File: config.mk
export PLATFORM = sky130hd
export DESIGN_NAME = mem_req_arbiter
export DESIGN_NICKNAME = d
export VERILOG_FILES = /design/src/rtl/mem_arb_pkg.sv /design/src/rtl/mem_req_arbiter.sv
export SDC_FILE = /design/constraint.sdc
export NUM_CORES = 1
export LEC_CHECK = 0
export CELL_PAD_IN_SITES_DETAIL_PLACEMENT = 1
export CELL_PAD_IN_SITES_GLOBAL_PLACEMENT = 2
export CORE_MARGIN = 2
export CORE_UTILIZATION = 35
export DETAILED_ROUTE_END_ITERATION = 7
export DONT_BUFFER_PORTS = 1
export PLACE_DENSITY = 0.81
export SYNTH_ARGS = -nofsm -noshare
export SYNTH_HDL_FRONTEND = slang
export SYNTH_SLANG_ARGS = --single-unit
File: constraint.sdc
create_clock -name clk -period 2.8 [get_ports clk]
set_input_delay 0.56 -clock clk [delete_from_list [all_inputs] [get_ports clk]]
set_output_delay 0.56 -clock clk [all_outputs]
set_load 0.01 [all_outputs]
File: src/rtl/mem_arb_pkg.sv
// Shared types and AXI3 constants for the instruction/data memory request arbiter.
package mem_arb_pkg;

  typedef enum logic [2:0] {
    IDLE = 3'd0,
    AR   = 3'd1,
    R    = 3'd2,
    AWW  = 3'd3,
    B    = 3'd4,
    DONE = 3'd5
  } state_e;

  typedef enum logic {
    INST = 1'b0,
    DATA = 1'b1
  } grant_e;

  localparam logic [2:0] AXI_SIZE_WORD  = 3'b010;
  localparam logic [1:0] AXI_BURST_INCR = 2'b01;
  localparam logic [3:0] AXI_LEN_SINGLE = 4'd0;

endpackage

File: src/rtl/mem_req_arbiter.sv
// Round-robin arbiter sharing one AXI3 master port between instruction fetch and
// load/store. One single-beat transaction outstanding at a time; all outputs registered.
module mem_req_arbiter
  import mem_arb_pkg::*;
#(
  parameter logic [3:0] ID_INST = 4'd0,
  parameter logic [3:0] ID_DATA = 4'd1
) (
  input  logic        clk,
  input  logic        rst_n,
  // Instruction requester
  input  logic        inst_req,
  input  logic [31:0] inst_addr,
  output logic [31:0] inst_rdata,
  output logic        inst_done,
  // Data requester
  input  logic        data_req,
  input  logic        data_wr,
  input  logic [3:0]  data_wstrb,
  input  logic [31:0] data_addr,
  input  logic [31:0] data_wdata,
  output logic [31:0] data_rdata,
  output logic        data_done,
  // Status
  output logic        bus_err,
  output logic        busy,
  // AR channel
  output logic [3:0]  arid,
  output logic [31:0] araddr,
  output logic [3:0]  arlen,
  output logic [2:0]  arsize,
  output logic [1:0]  arburst,
  output logic        arvalid,
  input  logic        arready,
  // R channel
  input  logic [3:0]  rid,
  input  logic [31:0] rdata,
  input  logic [1:0]  rresp,
  input  logic        rlast,
  input  logic        rvalid,
  output logic        rready,
  // AW channel
  output logic [3:0]  awid,
  output logic [31:0] awaddr,
  output logic [3:0]  awlen,
  output logic [2:0]  awsize,
  output logic [1:0]  awburst,
  output logic        awvalid,
  input  logic        awready,
  // W channel
  output logic [3:0]  wid,
  output logic [31:0] wdata,
  output logic [3:0]  wstrb,
  output logic        wlast,
  output logic        wvalid,
  input  logic        wready,
  // B channel
  input  logic [3:0]  bid,
  input  logic [1:0]  bresp,
  input  logic        bvalid,
  output logic        bready
);

  state_e r_state;
  grant_e r_last_grant;
  grant_e r_winner;
  logic   r_aw_pend;
  logic   r_w_pend;

  logic   w_any_req;
  logic   w_grant_data;
  logic   w_aw_pend_nxt;
  logic   w_w_pend_nxt;
  // Only one transaction is ever in flight, so response IDs carry no information.
  logic   w_unused_ids;

  assign arlen   = AXI_LEN_SINGLE;
  assign arsize  = AXI_SIZE_WORD;
  assign arburst = AXI_BURST_INCR;
  assign awlen   = AXI_LEN_SINGLE;
  assign awsize  = AXI_SIZE_WORD;
  assign awburst = AXI_BURST_INCR;
  assign wlast   = 1'b1;

  assign w_unused_ids  = ^{rid, bid};

  // Data wins when alone, or on a tie when instruction fetch had the previous grant.
  assign w_any_req     = inst_req | data_req;
  assign w_grant_data  = data_req & (~inst_req | (r_last_grant == INST));
  // Pending flags after this cycle's handshakes; AW and W retire independently.
  assign w_aw_pend_nxt = r_aw_pend & ~awready;
  assign w_w_pend_nxt  = r_w_pend & ~wready;

  // Transaction FSM with registered AXI and requester outputs.
  always_ff @(posedge clk) begin
    if (!rst_n) begin
      r_state      <= IDLE;
      r_last_grant <= INST;
      r_winner     <= INST;
      r_aw_pend    <= 1'b0;
      r_w_pend     <= 1'b0;
      inst_rdata   <= '0;
      inst_done    <= 1'b0;
      data_rdata   <= '0;
      data_done    <= 1'b0;
      bus_err      <= 1'b0;
      busy         <= 1'b0;
      arid         <= '0;
      araddr       <= '0;
      arvalid      <= 1'b0;
      rready       <= 1'b0;
      awid         <= '0;
      awaddr       <= '0;
      awvalid      <= 1'b0;
      wid          <= '0;
      wdata        <= '0;
      wstrb        <= '0;
      wvalid       <= 1'b0;
      bready       <= 1'b0;
    end else begin
      unique case (r_state)
        IDLE: begin
          if (w_any_req) begin
            busy <= 1'b1;
            if (w_grant_data) begin
              r_winner     <= DATA;
              r_last_grant <= DATA;
              if (data_wr) begin
                awid      <= ID_DATA;
                awaddr    <= {data_addr[31:2], 2'b00};
                wid       <= ID_DATA;
                wdata     <= data_wdata;
                wstrb     <= data_wstrb;
                awvalid   <= 1'b1;
                wvalid    <= 1'b1;
                r_aw_pend <= 1'b1;
                r_w_pend  <= 1'b1;
                r_state   <= AWW;
              end else begin
                arid    <= ID_DATA;
                araddr  <= {data_addr[31:2], 2'b00};
                arvalid <= 1'b1;
                r_state <= AR;
              end
            end else begin
              r_winner     <= INST;
              r_last_grant <= INST;
              arid         <= ID_INST;
              araddr       <= {inst_addr[31:2], 2'b00};
              arvalid      <= 1'b1;
              r_state      <= AR;
            end
          end
        end
        AR: begin
          if (arready) begin
            arvalid <= 1'b0;
            rready  <= 1'b1;
            r_state <= R;
          end
        end
        R: begin
          if (rvalid && rlast) begin
            rready  <= 1'b0;
            bus_err <= (rresp != 2'b00);
            if (r_winner == INST) begin
              inst_done  <= 1'b1;
              inst_rdata <= rdata;
            end else begin
              data_done  <= 1'b1;
              data_rdata <= rdata;
            end
            r_state <= DONE;
          end
        end
        AWW: begin
          r_aw_pend <= w_aw_pend_nxt;
          r_w_pend  <= w_w_pend_nxt;
          awvalid   <= w_aw_pend_nxt;
          wvalid    <= w_w_pend_nxt;
          if (!w_aw_pend_nxt && !w_w_pend_nxt) begin
            bready  <= 1'b1;
            r_state <= B;
          end
        end
        B: begin
          if (bvalid) begin
            bready     <= 1'b0;
            bus_err    <= (bresp != 2'b00);
            data_done  <= 1'b1;
            data_rdata <= '0;
            r_state    <= DONE;
          end
        end
        DONE: begin
          inst_done  <= 1'b0;
          data_done  <= 1'b0;
          inst_rdata <= '0;
          data_rdata <= '0;
          bus_err    <= 1'b0;
          busy       <= 1'b0;
          r_state    <= IDLE;
        end
        default: r_state <= IDLE;
      endcase
    end
  end

endmodule

Word-level counts from Yosys, hierarchy flattened
Index checks and enable logic that the tools add are counted.
{"block": "totals", "latch_bits": 0, "n_memories": 0, "input_bits": 155, "mem_bits_rw": 0, "romBits": 0, "regBits": 180}
{"block": "op_classes", "muxes": 48, "n_lt_le_gt_ge": 0, "n_div": 0, "n_eq_ne": 16, "n_bitwise": 9, "mul": 0, "n_reduce_logical": 26, "addsub": 0, "n_shift": 0}
{"cell": "32-bit 2-to-1 mux", "n": 7}
{"cell": "32-bit one-hot mux with 3 select lines", "n": 1}
{"cell": "32-bit one-hot mux with 2 select lines", "n": 1}
{"cell": "1-bit 2-to-1 mux", "n": 20}
{"cell": "2-bit inequality test, second input constant", "n": 10}
{"cell": "3-bit 2-to-1 mux", "n": 6}
{"cell": "4-bit AND reduction", "n": 4}
{"cell": "2-bit nonzero test", "n": 8}
{"cell": "3-bit one-hot mux with 5 select lines", "n": 1}
{"cell": "3-bit AND reduction", "n": 5}
{"cell": "1-bit one-hot mux with 2 select lines", "n": 7}
{"cell": "4-bit 2-to-1 mux", "n": 2}
{"cell": "3-bit by 2-bit equality test with 1-bit output, second input constant", "n": 2}
{"cell": "3-bit equality test, second input constant", "n": 2}
{"cell": "1-bit one-hot mux with 3 select lines", "n": 2}
{"cell": "5-bit AND reduction", "n": 1}
{"cell": "1-bit inverter", "n": 4}
{"cell": "2-bit AND reduction", "n": 2}
{"cell": "1-bit AND", "n": 3}
{"cell": "3-bit by 1-bit equality test with 1-bit output, second input constant", "n": 1}
{"cell": "3-bit zero test", "n": 1}
{"cell": "3-bit inequality test, second input constant", "n": 1}
{"cell": "3-bit nonzero test", "n": 1}
{"cell": "1-bit logical AND", "n": 2}
{"cell": "other kinds (3)", "n": 5}

Longest topological paths before layout
{"block": "logic_depth", "ltp_word": 6, "ltp_mapped": 8, "depth_no_buf": 4}

Worst setup path after synthesis
OpenSTA, ideal clock, no wires.
{"block": "synth_path", "path_type": "input port to flip-flop", "startpoint": "input rvalid", "endpoint": "register inst_rdata[10]", "path_slack_ns": 1.253, "path_buffers": 2, "setup_time_ns": 0.128, "arrival_ns": 1.419, "required_time_ns": 2.672, "cell_stages": 6, "cell_sequence": "and3_1 -> and2_1 -> buf_2 -> buf_2 -> a22oi_1 -> nor2_1"}
{"block": "synth_via", "elab_chain_len": 3}
{"item": "start: declaration", "line_no": "mem_req_arbiter.sv:40", "source": "input logic rvalid,"}
{"item": "1-bit logical AND", "line_no": "mem_req_arbiter.sv:163", "source": "if (rvalid && rlast) begin"}
{"item": "2-bit inequality test (no line)"}
{"item": "3-bit AND reduction (no line)"}
{"item": "end signal: assignment", "line_no": "mem_req_arbiter.sv:168", "source": "inst_rdata <= rdata;"}
{"item": "end: declaration", "line_no": "mem_req_arbiter.sv:14", "source": "output logic [31:0] inst_rdata,"}
Every way passes these cells.
A chain may end at the register's enable or synchronous reset.

Worst setup path after layout
{"block": "layout_path", "startpoint": "register r_state[1]", "endpoint": "register data_rdata[6]"}
{"block": "layout_via", "elab_chain_len": 3, "word_cells_on_any_way": 9}
{"item": "start: declaration", "line_no": "mem_req_arbiter.sv:64", "source": "state_e r_state;"}
{"item": "start signal: assignment", "line_no": "mem_req_arbiter.sv:97", "source": "r_state <= IDLE;"}
{"item": "start signal: assignment", "line_no": "mem_req_arbiter.sv:138", "source": "r_state <= AWW;"}
{"item": "start signal: assignment", "line_no": "mem_req_arbiter.sv:143", "source": "r_state <= AR;"}
{"item": "3-bit by 2-bit equality test with 1-bit output or 3-bit equality test (tied branches)", "line_no": "mem_req_arbiter.sv:121", "source": "unique case (r_state)"}
{"item": "2-bit inequality test (no line) or 3-bit nonzero test (tied branches)"}
{"item": "4-bit AND reduction (no line)"}
{"item": "end signal: assignment", "line_no": "mem_req_arbiter.sv:171", "source": "data_rdata <= rdata;"}
{"item": "end: declaration", "line_no": "mem_req_arbiter.sv:22", "source": "output logic [31:0] data_rdata,"}
Parallel ways exist; a longest one is shown, timed or not.

==> impl_metrics.tcl <==
set metrics [dict create \
    status "completed" \
    ys_warn_count 0 \
    start_util 0.356 \
    cts_num_sinks 175 \
    dp_hpwl_microns 15300 \
    grt_first_pass_wirelength_microns 30800 \
    fp.dieArea_sq_um 20900 \
    nets 928 \
    swShare 0.348 \
    syn_avg_cell_area_sq_um 8.51 \
    dr_total_vias 5727 \
    drive_above_1_share 0.0700 \
    synthCells 812 \
    fill_cells 2325 \
    maxCapViolations 0 \
    netlist.area_leader.share 0.507 \
    finalCriticalPeriod_ps 2000 \
    cts-buffers-inserted 17 \
    clock-root-buffer "clkbuf_16" \
    first_pass_iters 5 \
    tightest_slew_ps 798 \
    rsz0062_at_grt "false" \
    final_core_util 0.388 \
    antenna_found_initial 0 \
    grt.overflow.total 0 \
    r2r_slack_ps 800 \
    synthTopCellsByArea "dfxtp_1 (51%), a21oi_1 (9.9%), nand2_1 (7.5%), nand3_1 (4.9%), mux2i_1 (4.3%)" \
    viasPerCell 5.44 \
    leakagePower_uw 0.00265 \
    period_share 0.715 \
    syn_area_sq_um 6910 \
    combinationalPowerShare 0.200 \
    hold_class "input pin to flip-flop" \
    grt_pass1_vias 5624 \
    internal_power_uw 4800 \
    clock_skew_ps 11.4 \
    dieHeight_microns 144 \
    hold_viol 0 \
    slew-limit-headroom 0.468 \
    async_reset_ff_frac 0 \
    final_common_cell "dfxtp_1" \
    slowest_stage "dfxtp_1" \
    cts_htree_levels 4 \
    critPathMaxStageDelay_ps 710 \
    grt_usage 0.190 \
    cts_resized 0 \
    ys_seq_area_frac 0.507 \
    area_delta_synth_final_pct 9.11 \
    synth_edf_count 0 \
    grt_max_degree 70 \
    drc 0 \
    portBuffers 0 \
    gp_congestion 0.753 \
    cts.clk_slew.worst_paths_ps 70 \
    setup_tns_ps 0 \
    cts.hold.buffers_added 0 \
    clk_latency_ps 420 \
    ant_nets 0 \
    pwr-share-clk 0.336 \
    slew_violations 0 \
    criticalPathCategory "flip-flop to flip-flop" \
    cp-start-kind "flip-flop" \
    drt-total-wl_microns 21100 \
    yosys_register_bits 175 \
    crit_path_end_kind "flip-flop" \
    seqPwrFrac 0.464 \
    setup_viol 0 \
    clockBufferDepth 2 \
    wl_per_cell_microns 20.1 \
    drt_iter0_drc 278 \
    path_cells "and2b_1 > o21ai_2 > buf_4 > nand3_1 > a21oi_1" \
    ir_worst_vdd_mv 0.404 \
    max_freq_mhz 499 \
    synthFlopType "dfxtp_1" \
    arrival_ps 2340 \
    row_count 51 \
    final_cell_mix "dfxtp_1 (175), nand2_1 (138), a21oi_1 (137)" \
    coreArea_sq_um 19400 \
    p_per_area_nw_per_um2 976 \
    synth_cell_types 41 \
    path_max_fanout 23 \
    die_width_microns 144 \
    required_ps 3140 \
    post_cts_buffers 0 \
    boundaryPins 359 \
    synth_area_leader_cell "dfxtp_1" \
    switchingPower_uw 2560 \
    tritoncts "done" \
]
final timing paths:
check,start,to,cells after the start
setup / recovery,r_state[1],data_rdata[6],5
hold / removal,inst_req,r_winner,1
setup reg to reg,r_state[1],data_rdata[6],5
hold reg to reg,wdata[2],wdata[2],2
metal layers:
metal,up-vias,GRT usage,wire length (microns)
met2,238,0.339,10800
li1,2668,-,-
met4,0,0.0797,617
met3,36,0.0666,1880
met1,2785,0.204,7850
met5,-,0,0
final cells by class:
class,count,area [sq um],area share
Clock buffer,18,429,0.0569
Clock inverter,14,180,0.0239
Inverter,6,25.0,0.00332
Sequential cell,175,3500,0.465
Multi-Input combinational cell,556,2920,0.388
Tap cell,265,332,0.0440
Timing Repair Buffer,17,140,0.0186
Antenna cell,1,2.50,0.000332
stage by stage:
step                      hold slack [ps]  area, sq um  power [uW]  instances  worst slack, ps
final                                 253         7540        7360       1052              797
after global routing                  235         7530        7790       1051              623
after CTS                             226         7530        7450       1051              769
after detailed placement              497         6920        4960       1019              683
after global placement                490         6920        4850       1019              783
after floorplan                       481         7020        4550        842             1250
synthesized netlist by cell type, drive strengths merged, types with 3 or more instances:
cell and number:
a211oi 32, mux2i 30, nand3 68, dfxtp 175, inv 6, o21ai 8
a22oi 33, clkbuf 43, nand2 138, and2 3, nor3 5, a21oi 138
nor2 43, buf 62, nor3b 3, and3 3
cell families (layout without fill, tap and decap cells):
family	Yosys count	after routing	share of synthesized area
AO/OA/AOI/OAI	221	221	0.191
buffers and inverters	111	55	0.0861
flip-flops	175	175	0.507
multiplexers	30	30	0.0435
other	2	33	0.00109
AND/OR/NAND/NOR	273	273	0.172
flip-flops by register name (all words and copies together), names as in the netlist:
register and cells:
r_w_pend 1, inst_rdata 32, arid 1, busy 1, r_aw_pend 1, bready 1, awaddr 30, data_rdata 32
rready 1, wstrb 4, r_state 3, wdata 32, arvalid 1, araddr 30, bus_err 1, r_winner 1
wid 1, inst_done 1, data_done 1
critical path: cells and delay by family (launching register included):
kind / cells / cell delay, ps
flip-flops: 1 / 710
AND/OR/NAND/NOR: 2 / 430
buffers and inverters: 1 / 370
AO/OA/AOI/OAI: 2 / 410
power groups by stage:
stage	logic (uW)	clock network [uW]	registers [uW]
global placement	1390	0	3460
global route	1660	2660	3470
floorplan	1280	0	3270
detailed placement	1480	0	3480
finish	1470	2470	3410
CTS	1490	2540	3420
(Power assumes the default switching activity.)
